### src/rtl/fb_seq_pkg.sv
// Shared types and default geometry for the framebuffer write sequencer.
package fb_seq_pkg;

    typedef enum logic [1:0] {
        IDLE    = 2'd0,
        SCENE   = 2'd1,
        OVERLAY = 2'd2,
        DONE    = 2'd3
    } state_t;

    localparam int XW_DEF    = 10;
    localparam int YW_DEF    = 10;
    localparam int CW_DEF    = 4;
    localparam int H_RES_DEF = 640;
    localparam int V_RES_DEF = 480;

endpackage

### src/rtl/fb_seq_watchdog.sv
// Phase watchdog: counts idle cycles while enabled and flags expiry on the TIMEOUT-th one.
module fb_seq_watchdog #(
    parameter int TIMEOUT = 800000
) (
    input  logic clk,
    input  logic rst,
    input  logic clear,
    input  logic enable,
    output logic expired
);

    localparam int CNTW = $clog2(TIMEOUT + 1);

    logic [CNTW-1:0] cnt;

    // Independent of clear so the caller may derive clear from the phase change expiry causes.
    assign expired = enable && (cnt == CNTW'(TIMEOUT - 1));

    always_ff @(posedge clk or posedge rst) begin
        if (rst)
            cnt <= '0;
        else if (clear || !enable || expired)
            cnt <= '0;
        else
            cnt <= cnt + CNTW'(1);
    end

endmodule

### src/rtl/fb_write_sequencer.sv
// Arbitrates the single VGA pixel-write port: scene pixels, then overlay pixels, each frame.
// Define FB_WR_STATS_EN to add the pix_count / overrun_count statistics outputs.
module fb_write_sequencer
    import fb_seq_pkg::*;
#(
    parameter int XW      = XW_DEF,
    parameter int YW      = YW_DEF,
    parameter int CW      = CW_DEF,
    parameter int H_RES   = H_RES_DEF,
    parameter int V_RES   = V_RES_DEF,
    parameter int TIMEOUT = 800000
) (
    input  logic          clk,
    input  logic          rst,
    input  logic          frame_update,
    input  logic          overlay_en,
    input  logic          s0_valid,
    input  logic [XW-1:0] s0_x,
    input  logic [YW-1:0] s0_y,
    input  logic [CW-1:0] s0_colour,
    input  logic          s0_last,
    output logic          s0_ready,
    input  logic          s1_valid,
    input  logic [XW-1:0] s1_x,
    input  logic [YW-1:0] s1_y,
    input  logic [CW-1:0] s1_colour,
    input  logic          s1_last,
    output logic          s1_ready,
    output logic          m_valid,
    output logic [XW-1:0] m_x,
    output logic [YW-1:0] m_y,
    output logic [CW-1:0] m_colour,
    output logic          frame_done,
    output logic          busy
`ifdef FB_WR_STATS_EN
    ,
    output logic [19:0]   pix_count,
    output logic [7:0]    overrun_count
`endif
);

    state_t        state, next;
    logic          accept, last_beat, fwd, expired, timeout_fire, wd_clear;
    logic [XW-1:0] beat_x;
    logic [YW-1:0] beat_y;
    logic [CW-1:0] beat_colour;

    assign s0_ready   = (state == SCENE);
    assign s1_ready   = (state == OVERLAY);
    assign busy       = s0_ready || s1_ready;
    assign frame_done = (state == DONE);

    always_comb begin
        accept      = 1'b0;
        last_beat   = 1'b0;
        beat_x      = s0_x;
        beat_y      = s0_y;
        beat_colour = s0_colour;
        if (state == SCENE) begin
            accept    = s0_valid;
            last_beat = s0_last;
        end else if (state == OVERLAY) begin
            accept      = s1_valid;
            last_beat   = s1_last;
            beat_x      = s1_x;
            beat_y      = s1_y;
            beat_colour = s1_colour;
        end
    end

    // An accepted beat in the expiry cycle counts as progress, so it wins over the timeout.
    assign timeout_fire = expired && !accept;
    assign fwd = accept && (int'(beat_x) < H_RES) && (int'(beat_y) < V_RES);

    always_comb begin
        next = state;
        case (state)
            IDLE:    if (frame_update) next = SCENE;
            SCENE:   if ((accept && last_beat) || timeout_fire)
                         next = overlay_en ? OVERLAY : DONE;
            OVERLAY: if ((accept && last_beat) || timeout_fire) next = DONE;
            DONE:    next = IDLE;
            default: next = IDLE;
        endcase
        if (frame_update) next = SCENE;
    end

    assign wd_clear = accept || frame_update || (next != state);

    fb_seq_watchdog #(.TIMEOUT(TIMEOUT)) u_watchdog (
        .clk     (clk),
        .rst     (rst),
        .clear   (wd_clear),
        .enable  (busy),
        .expired (expired)
    );

    always_ff @(posedge clk or posedge rst) begin
        if (rst) state <= IDLE;
        else     state <= next;
    end

    always_ff @(posedge clk or posedge rst) begin
        if (rst) begin
            m_valid  <= 1'b0;
            m_x      <= '0;
            m_y      <= '0;
            m_colour <= '0;
        end else begin
            m_valid <= fwd;
            if (fwd) begin
                m_x      <= beat_x;
                m_y      <= beat_y;
                m_colour <= beat_colour;
            end
        end
    end

`ifdef FB_WR_STATS_EN
    logic [19:0] frame_pix;
    logic [1:0]  overrun_inc;
    logic [8:0]  overrun_sum;

    always_comb begin
        overrun_inc = 2'(frame_update && (state != IDLE)) + 2'(timeout_fire);
        overrun_sum = {1'b0, overrun_count} + 9'(overrun_inc);
    end

    // The final forwarded beat lands while in DONE, so it is folded in at the latch.
    always_ff @(posedge clk or posedge rst) begin
        if (rst) begin
            frame_pix     <= '0;
            pix_count     <= '0;
            overrun_count <= '0;
        end else begin
            if (state == DONE) pix_count <= frame_pix + 20'(m_valid);
            if (frame_update || state == DONE) frame_pix <= '0;
            else                               frame_pix <= frame_pix + 20'(m_valid);
            overrun_count <= overrun_sum[8] ? 8'hFF : overrun_sum[7:0];
        end
    end
`endif

endmodule

### config.mk
export PLATFORM = sky130hd
export DESIGN_NAME = fb_write_sequencer
export DESIGN_NICKNAME = d
export VERILOG_FILES = /design/src/rtl/fb_seq_pkg.sv /design/src/rtl/fb_seq_watchdog.sv /design/src/rtl/fb_write_sequencer.sv
export SDC_FILE = /design/constraint.sdc
export NUM_CORES = 1
export LEC_CHECK = 0
export CELL_PAD_IN_SITES_DETAIL_PLACEMENT = 1
export CELL_PAD_IN_SITES_GLOBAL_PLACEMENT = 1
export CORE_MARGIN = 5
export CORE_UTILIZATION = 35
export CTS_BUF_LIST = sky130_fd_sc_hd__clkbuf_16
export CTS_CLUSTER_DIAMETER = 200
export DETAILED_ROUTE_END_ITERATION = 12
export PLACE_DENSITY_LB_ADDON = 0.3
export RECOVER_POWER = 25
export SYNTH_ARGS = -nofsm -noshare
export SYNTH_HDL_FRONTEND = slang
export SYNTH_HIERARCHICAL = 1
export SYNTH_SLANG_ARGS = --single-unit
### constraint.sdc
create_clock -name clk -period 3.72 [get_ports clk]
set_input_delay 0.558 -clock clk [delete_from_list [all_inputs] [get_ports clk]]
set_output_delay 0.558 -clock clk [all_outputs]
set_load 0.01 [all_outputs]
======== Word level (Yosys, flattened, before mapping) ========
Cells that the tools add are included.
operators by class
  $add $sub $neg .......................... 1
  multiply operators ...................... 0
  divide/modulo/power cells ............... 0
  $lt $le $gt $ge ......................... 2
  equal/unequal tests ..................... 5
  shifts and indexed selects .............. 0
  multiplexer cells ....................... 16
  bitwise gates (word level) .............. 0
  reductions and logical operators ........ 14
operators by type and width
  operator                                                               count
  10-bit 2-to-1 mux                                                      4
  20-bit by 1-bit adder with 20-bit output, second input constant        1
  20-bit == test, second input constant                                  1
  20-bit 2-to-1 mux                                                      1
  10-bit < comparator, second input constant                             1
  10-bit by 9-bit < comparator with 1-bit output, second input constant  1
  4-bit 2-to-1 mux                                                       2
  2-bit case mux with 4 select lines                                     1
  1-bit logical OR                                                       6
  2-bit 2-to-1 mux                                                       3
  1-bit logical AND                                                      5
  1-bit 2-to-1 mux                                                       5
  2-bit == test, second input constant                                   2
  2-bit by 1-bit == test with 1-bit output, second input constant        1
  1-bit zero test                                                        2
  2-bit zero test                                                        1
  2-bit inequality test                                                  1
storage, ports and cells
  register bits after elaboration ......... 47
  bits in latches ......................... 0
  bits in writable memories ............... 0
  bits in read-only memories .............. 0
  input bits .............................. 56
  output and inout bits ................... 29
  memories kept ........................... 0

======== Depth between registers and ports, before layout ========
  depth in word-level cells ............... 14
  mapped depth ............................ 14
  mapped depth without buffers ............ 13

======== Hierarchy ========
The synthesis kept the hierarchy.
modules (own cells, without submodules)
  module              times used  cells an instance  area an instance (um2)  sequential area each (um2)
  fb_write_sequencer  1           130                1564.0                  675.6
  fb_seq_watchdog     1           108                1059.8                  500.5

======== Worst setup path after synthesis ========
Ideal clock, no wire load.
  kind .................................... register -> register
  start point ............................. register state[0]
  end point ............................... register u_watchdog.cnt[8]
  library setup time ...................... 0.119 ns
  arrival ................................. 2.598 ns
  data required time ...................... 3.601 ns
  path slack .............................. 1.004 ns
  cell stages (with the launch flop) ...... 15
  path buffers ............................ 1
  cells stage by stage .................... dfrtp_1 > inv_1 > ha_1 > nor4b_1 > nand3_1 > nor3_1 > a21oi_1 > o21a_1 > a21oi_1 > a2111oi_0 > o21ai_0 > inv_1 > o311ai_4 > buf_6 > nor2_1
on the way
  elaborated cells between the ends (all ways) .. 25
  classes of those cells .................. 4 x eq/ne; 9 x mux; 12 x reduce/logical
RTL lines
  what                                                                              RTL line                                            text
  from (decl)                                                                       fb_write_sequencer.sv:42                            state_t state, next;
  from (signal assigned)                                                            fb_write_sequencer.sv:100                           else state <= next;
  2-bit by 1-bit == test with 1-bit output / 2-bit == test (equally long branches)  fb_write_sequencer.sv:48, fb_write_sequencer.sv:49
  1-bit logical OR *                                                                fb_write_sequencer.sv:50                            assign busy = s0_ready || s1_ready;
  via busy                                                                          fb_write_sequencer.sv:34                            output logic busy
  1-bit logical AND *                                                               fb_seq_watchdog.sv:17                               assign expired = enable && (cnt == CNTW'(TIMEOUT - 1));
  via expired                                                                       fb_write_sequencer.sv:43                            logic accept, last_beat, fwd, expired, timeout_fire, wd_clear;
  1-bit logical AND *                                                               fb_write_sequencer.sv:72                            assign timeout_fire = expired && !accept;
  1-bit logical OR *                                                                fb_write_sequencer.sv:79, fb_write_sequencer.sv:81
  2-bit 2-to-1 mux (on tied branches)                                               fb_write_sequencer.sv:81, fb_write_sequencer.sv:79
  2-bit case mux with 4 select lines *                                              fb_write_sequencer.sv:77                            case (state)
  2-bit 2-to-1 mux *                                                                fb_write_sequencer.sv:85                            if (frame_update) next = SCENE;
  2-bit inequality test *                                                           fb_write_sequencer.sv:88                            assign wd_clear = accept || frame_update || (next != state);
  1-bit logical OR *                                                                fb_write_sequencer.sv:88
  via wd_clear                                                                      fb_write_sequencer.sv:43
  1-bit logical OR * (2 in a row)                                                   fb_seq_watchdog.sv:22                               else if (clear || !enable || expired)
  20-bit 2-to-1 mux *                                                               fb_seq_watchdog.sv:22
  to (signal assigned)                                                              fb_seq_watchdog.sv:25                               cnt <= cnt + CNTW'(1);
  to (decl)                                                                         fb_seq_watchdog.sv:14                               logic [CNTW-1:0] cnt;
The timed path passes the listed nets; every way through them passes the cells marked *.
A chain may end at the register's enable or synchronous reset.

======== Final worst setup path ========
  start point ............................. register state[0]
  end point ............................... register u_watchdog.cnt[4]
on the way
  elaborated cells between the ends (all ways) .. 25
  classes of those cells .................. 4 x eq/ne; 9 x mux; 12 x reduce/logical
RTL lines
  what                                                                              RTL line
  2-bit by 1-bit == test with 1-bit output / 2-bit == test (equally long branches)  fb_write_sequencer.sv:48, fb_write_sequencer.sv:49
  1-bit logical OR *                                                                fb_write_sequencer.sv:50
  1-bit logical AND *                                                               fb_seq_watchdog.sv:17
  via expired                                                                       fb_write_sequencer.sv:43
  1-bit logical AND *                                                               fb_write_sequencer.sv:72
  1-bit logical OR *                                                                fb_write_sequencer.sv:79, fb_write_sequencer.sv:81
  2-bit 2-to-1 mux (on tied branches)                                               fb_write_sequencer.sv:81, fb_write_sequencer.sv:79
  2-bit case mux with 4 select lines *                                              fb_write_sequencer.sv:77
  2-bit 2-to-1 mux *                                                                fb_write_sequencer.sv:85
  2-bit inequality test *                                                           fb_write_sequencer.sv:88
  1-bit logical OR *                                                                fb_write_sequencer.sv:88
  via wd_clear                                                                      fb_write_sequencer.sv:43
  1-bit logical OR * (2 in a row)                                                   fb_seq_watchdog.sv:22
  20-bit 2-to-1 mux *                                                               fb_seq_watchdog.sv:22
Marks and branches as above.

==> results.cfg <==
[run_status]
status = finished, final reports clean

[timing]
max-slew-margin-rel = 0.309
finalCriticalPeriod_ns = 3.14
worstMarginPinSlew_ns = 1.04
finClkSkew_ns = 0.00377
rsz0062_at_grt = no
timing.final.crit_share = 0.843
fmax_mhz = 319
final_max_slew_viol_count = 0
setup_viol = 0
setup_slack_ns = 0.585
hold_viol = 0
hold-worst-slack_ns = 0.506
fin_setup_tns_ns = 0

[synth]
yosysSeqAreaShare = 0.448
synth_top_cell_by_area = dfrtp_1
ys_warn_count = 6
yosysMostFrequentCell = dfrtp_1
synthDominantCellAreaShare = 0.448
synth_edf_count = 0
postSynthCellCount = 238
ys_async_sr_fraction = 1.00
syn-mean-instance-area_um2 = 11.0
ys.flop_type = dfrtp_1
syn_nets = 300
synth_area_leaders = dfrtp_1 45%, mux2_2 17%, xnor2_1 4.0%
yosys-top-cells-count = 47 x dfrtp_1, 39 x mux2_2, 22 x nor2_1
synth_seq_cells = 47
synth_cell_types = 40
syn_area_um2 = 2620

[clock_network]
cts_tree = built
cts_buffer_depth = 2
clk_latency_ns = 0.28
cts_setup_buffers = 0
cts_max_level = 2
clock-sinks = 47
cts.clk_slew.worst_paths_ns = 0.07
root_buffer = clkbuf_16
cts_inserted_buffers = 5
ctsResizeCount = 0
hold_buffers = 0

[pwr]
p_clk_frac = 0.236
p_sw_uw = 700
seq_power_share = 0.338
power.internal_mw = 1.49
switching_share = 0.319
power_leakage_nw = 1.44
power_density_nw_per_um2 = 588
p_comb_frac = 0.427
irDropWorstVdd_uv = 229

[layout]
syn2layout_area_growth_pct = 42.2
multiInputGateArea_um2 = 1330
ff_latch_area_um2 = 1180
antennaDiodeCount = 0
fin_nets = 385
fillers = 820
layout-drive-gt1-share = 0.173

[min_path]
hold_class = reg2reg
worstHoldStart = m_x[6]
whs_path_depth = 1
hold_end = m_x[6]

[critical_path]
path_class = reg2reg
critPathLaunchType = register
cp.arrival_ns = 3.27
cp.required_ns = 3.85
ff2ff_setup_slack_ns = 0.58
r2r_end = u_watchdog/cnt[4]
end_kind = register
critPathMaxFanout = 17
r2r_start = state[0]
r2r_cells = 13

[floorplan]
dieArea_um2 = 9330
die_w_um = 96.6
core-area_um2 = 7290
core.rowCount = 31
start_util = 0.360
die-height_um = 96.6
ioPinCount = 85

[global_routing]
overflow = 0
grt_max_degree = 28
grt_antenna_before_repair = 0
grt_first_pass_wirelength_mm = 10.9
grt_use_total = 0.152
grt_pass1_vias = 2213

[routing]
drt-total-wl_mm = 7.20
viasPerCell = 5.02
ant_nets = 0
num_vias = 2123
drc = 0
drt_first_pass_iters = 2
dr.first_iter.drc_count = 27
wire_per_inst_um = 17.0

[run]
cap_violations = 0

[placed_design]
dpl_worst_slack_ns = 0.570
post-dp-hpwl_mm = 5.68
io_buffers = 84
place_congestion = 0.749
registers in the layout, indices dropped and copies added (netlist names):
name / count
m_y: 10
m_valid: 1
m_x: 10
state: 2
u_watchdog/cnt: 20
m_colour: 4
worst max-delay path by stage:
stage	from	to	slack [ns]
3_5_place_dp	state[0]	u_watchdog/cnt[16]	0.57
4_1_cts	state[0]	u_watchdog/cnt[8]	0.55
2_1_floorplan	state[0]	u_watchdog/cnt[8]	1.00
6_report	state[0]	u_watchdog/cnt[4]	0.58
5_1_grt	state[0]	u_watchdog/cnt[4]	0.19
3_3_place_gp	state[0]	u_watchdog/cnt[3]	0.76
metal layers:
metal,global-route usage,up-vias,share of wire
met3,0.0503,8,0.082
met1,0.183,1027,0.43
met4,0.0397,0,0.015
met2,0.261,65,0.47
li1,-,1023,-
met5,0,-,0
cells by family after synthesis:
| kind of cell | Yosys count | synth area share |
|---|---|---|
| buffers and inverters | 23 | 0.0448 |
| adder cells (fa/ha/maj) | 6 | 0.0286 |
| AO/OA/AOI/OAI | 28 | 0.0796 |
| flip-flops | 47 | 0.448 |
| multiplexers | 47 | 0.198 |
| AND/OR/NAND/NOR | 73 | 0.154 |
| XOR/XNOR | 14 | 0.0467 |
layout by cell type, fill, tap and decap left out, drive strengths merged, types with 6 or more instances in the layout:
master and count:
nand4 7, mux2 39, nor2 22, nand2 7
xnor2 12, inv 16, clkdlybuf4s50 82, dfrtp 47
ha 6, mux2i 8, nor3 12, a21oi 9
nand3 9
stage by stage:
step	instances	total power, mW	util	cell area (µm²)
4_1_cts	423	2.23	0.511	3730
3_5_place_dp	415	1.70	0.488	3560
5_1_grt	423	2.33	0.511	3730
6_report	423	2.19	0.511	3730
3_3_place_gp	415	1.67	0.488	3560
2_1_floorplan	238	1.23	-	2620
final cells by class:
| cell class | count | area share |
|---|---|---|
| clock buffer | 5 | 0.0335 |
| inverter | 15 | 0.0151 |
| clock inverter | 3 | 0.0127 |
| timing repair buffer | 86 | 0.233 |
| sequential | 47 | 0.315 |
| tap | 99 | 0.0332 |
| multi-input combinational | 168 | 0.357 |
power by group through the flow:
stage | Sequential (mW) | Clock (mW) | Combinational (mW)
finish | 0.741 | 0.518 | 0.936
global route | 0.763 | 0.563 | 1.01
CTS | 0.743 | 0.534 | 0.953
detailed placement | 0.753 | 0 | 0.951
global placement | 0.741 | 0 | 0.926
floorplan | 0.803 | 0 | 0.423
critical path: stages, from the launching register on:
cell	delay, ns
dfrtp_1	0.46
inv_1	0.15
ha_1	0.39
nor4b_1	0.26
nand3_1	0.18
nor3_1	0.26
a21oi_1	0.07
o21a_1	0.17
a21oi_1	0.25
a2111oi_0	0.14
o21ai_0	0.18
inv_1	0.11
o311ai_4	0.24
nor2_1	0.12
(Power assumes the default switching activity.)
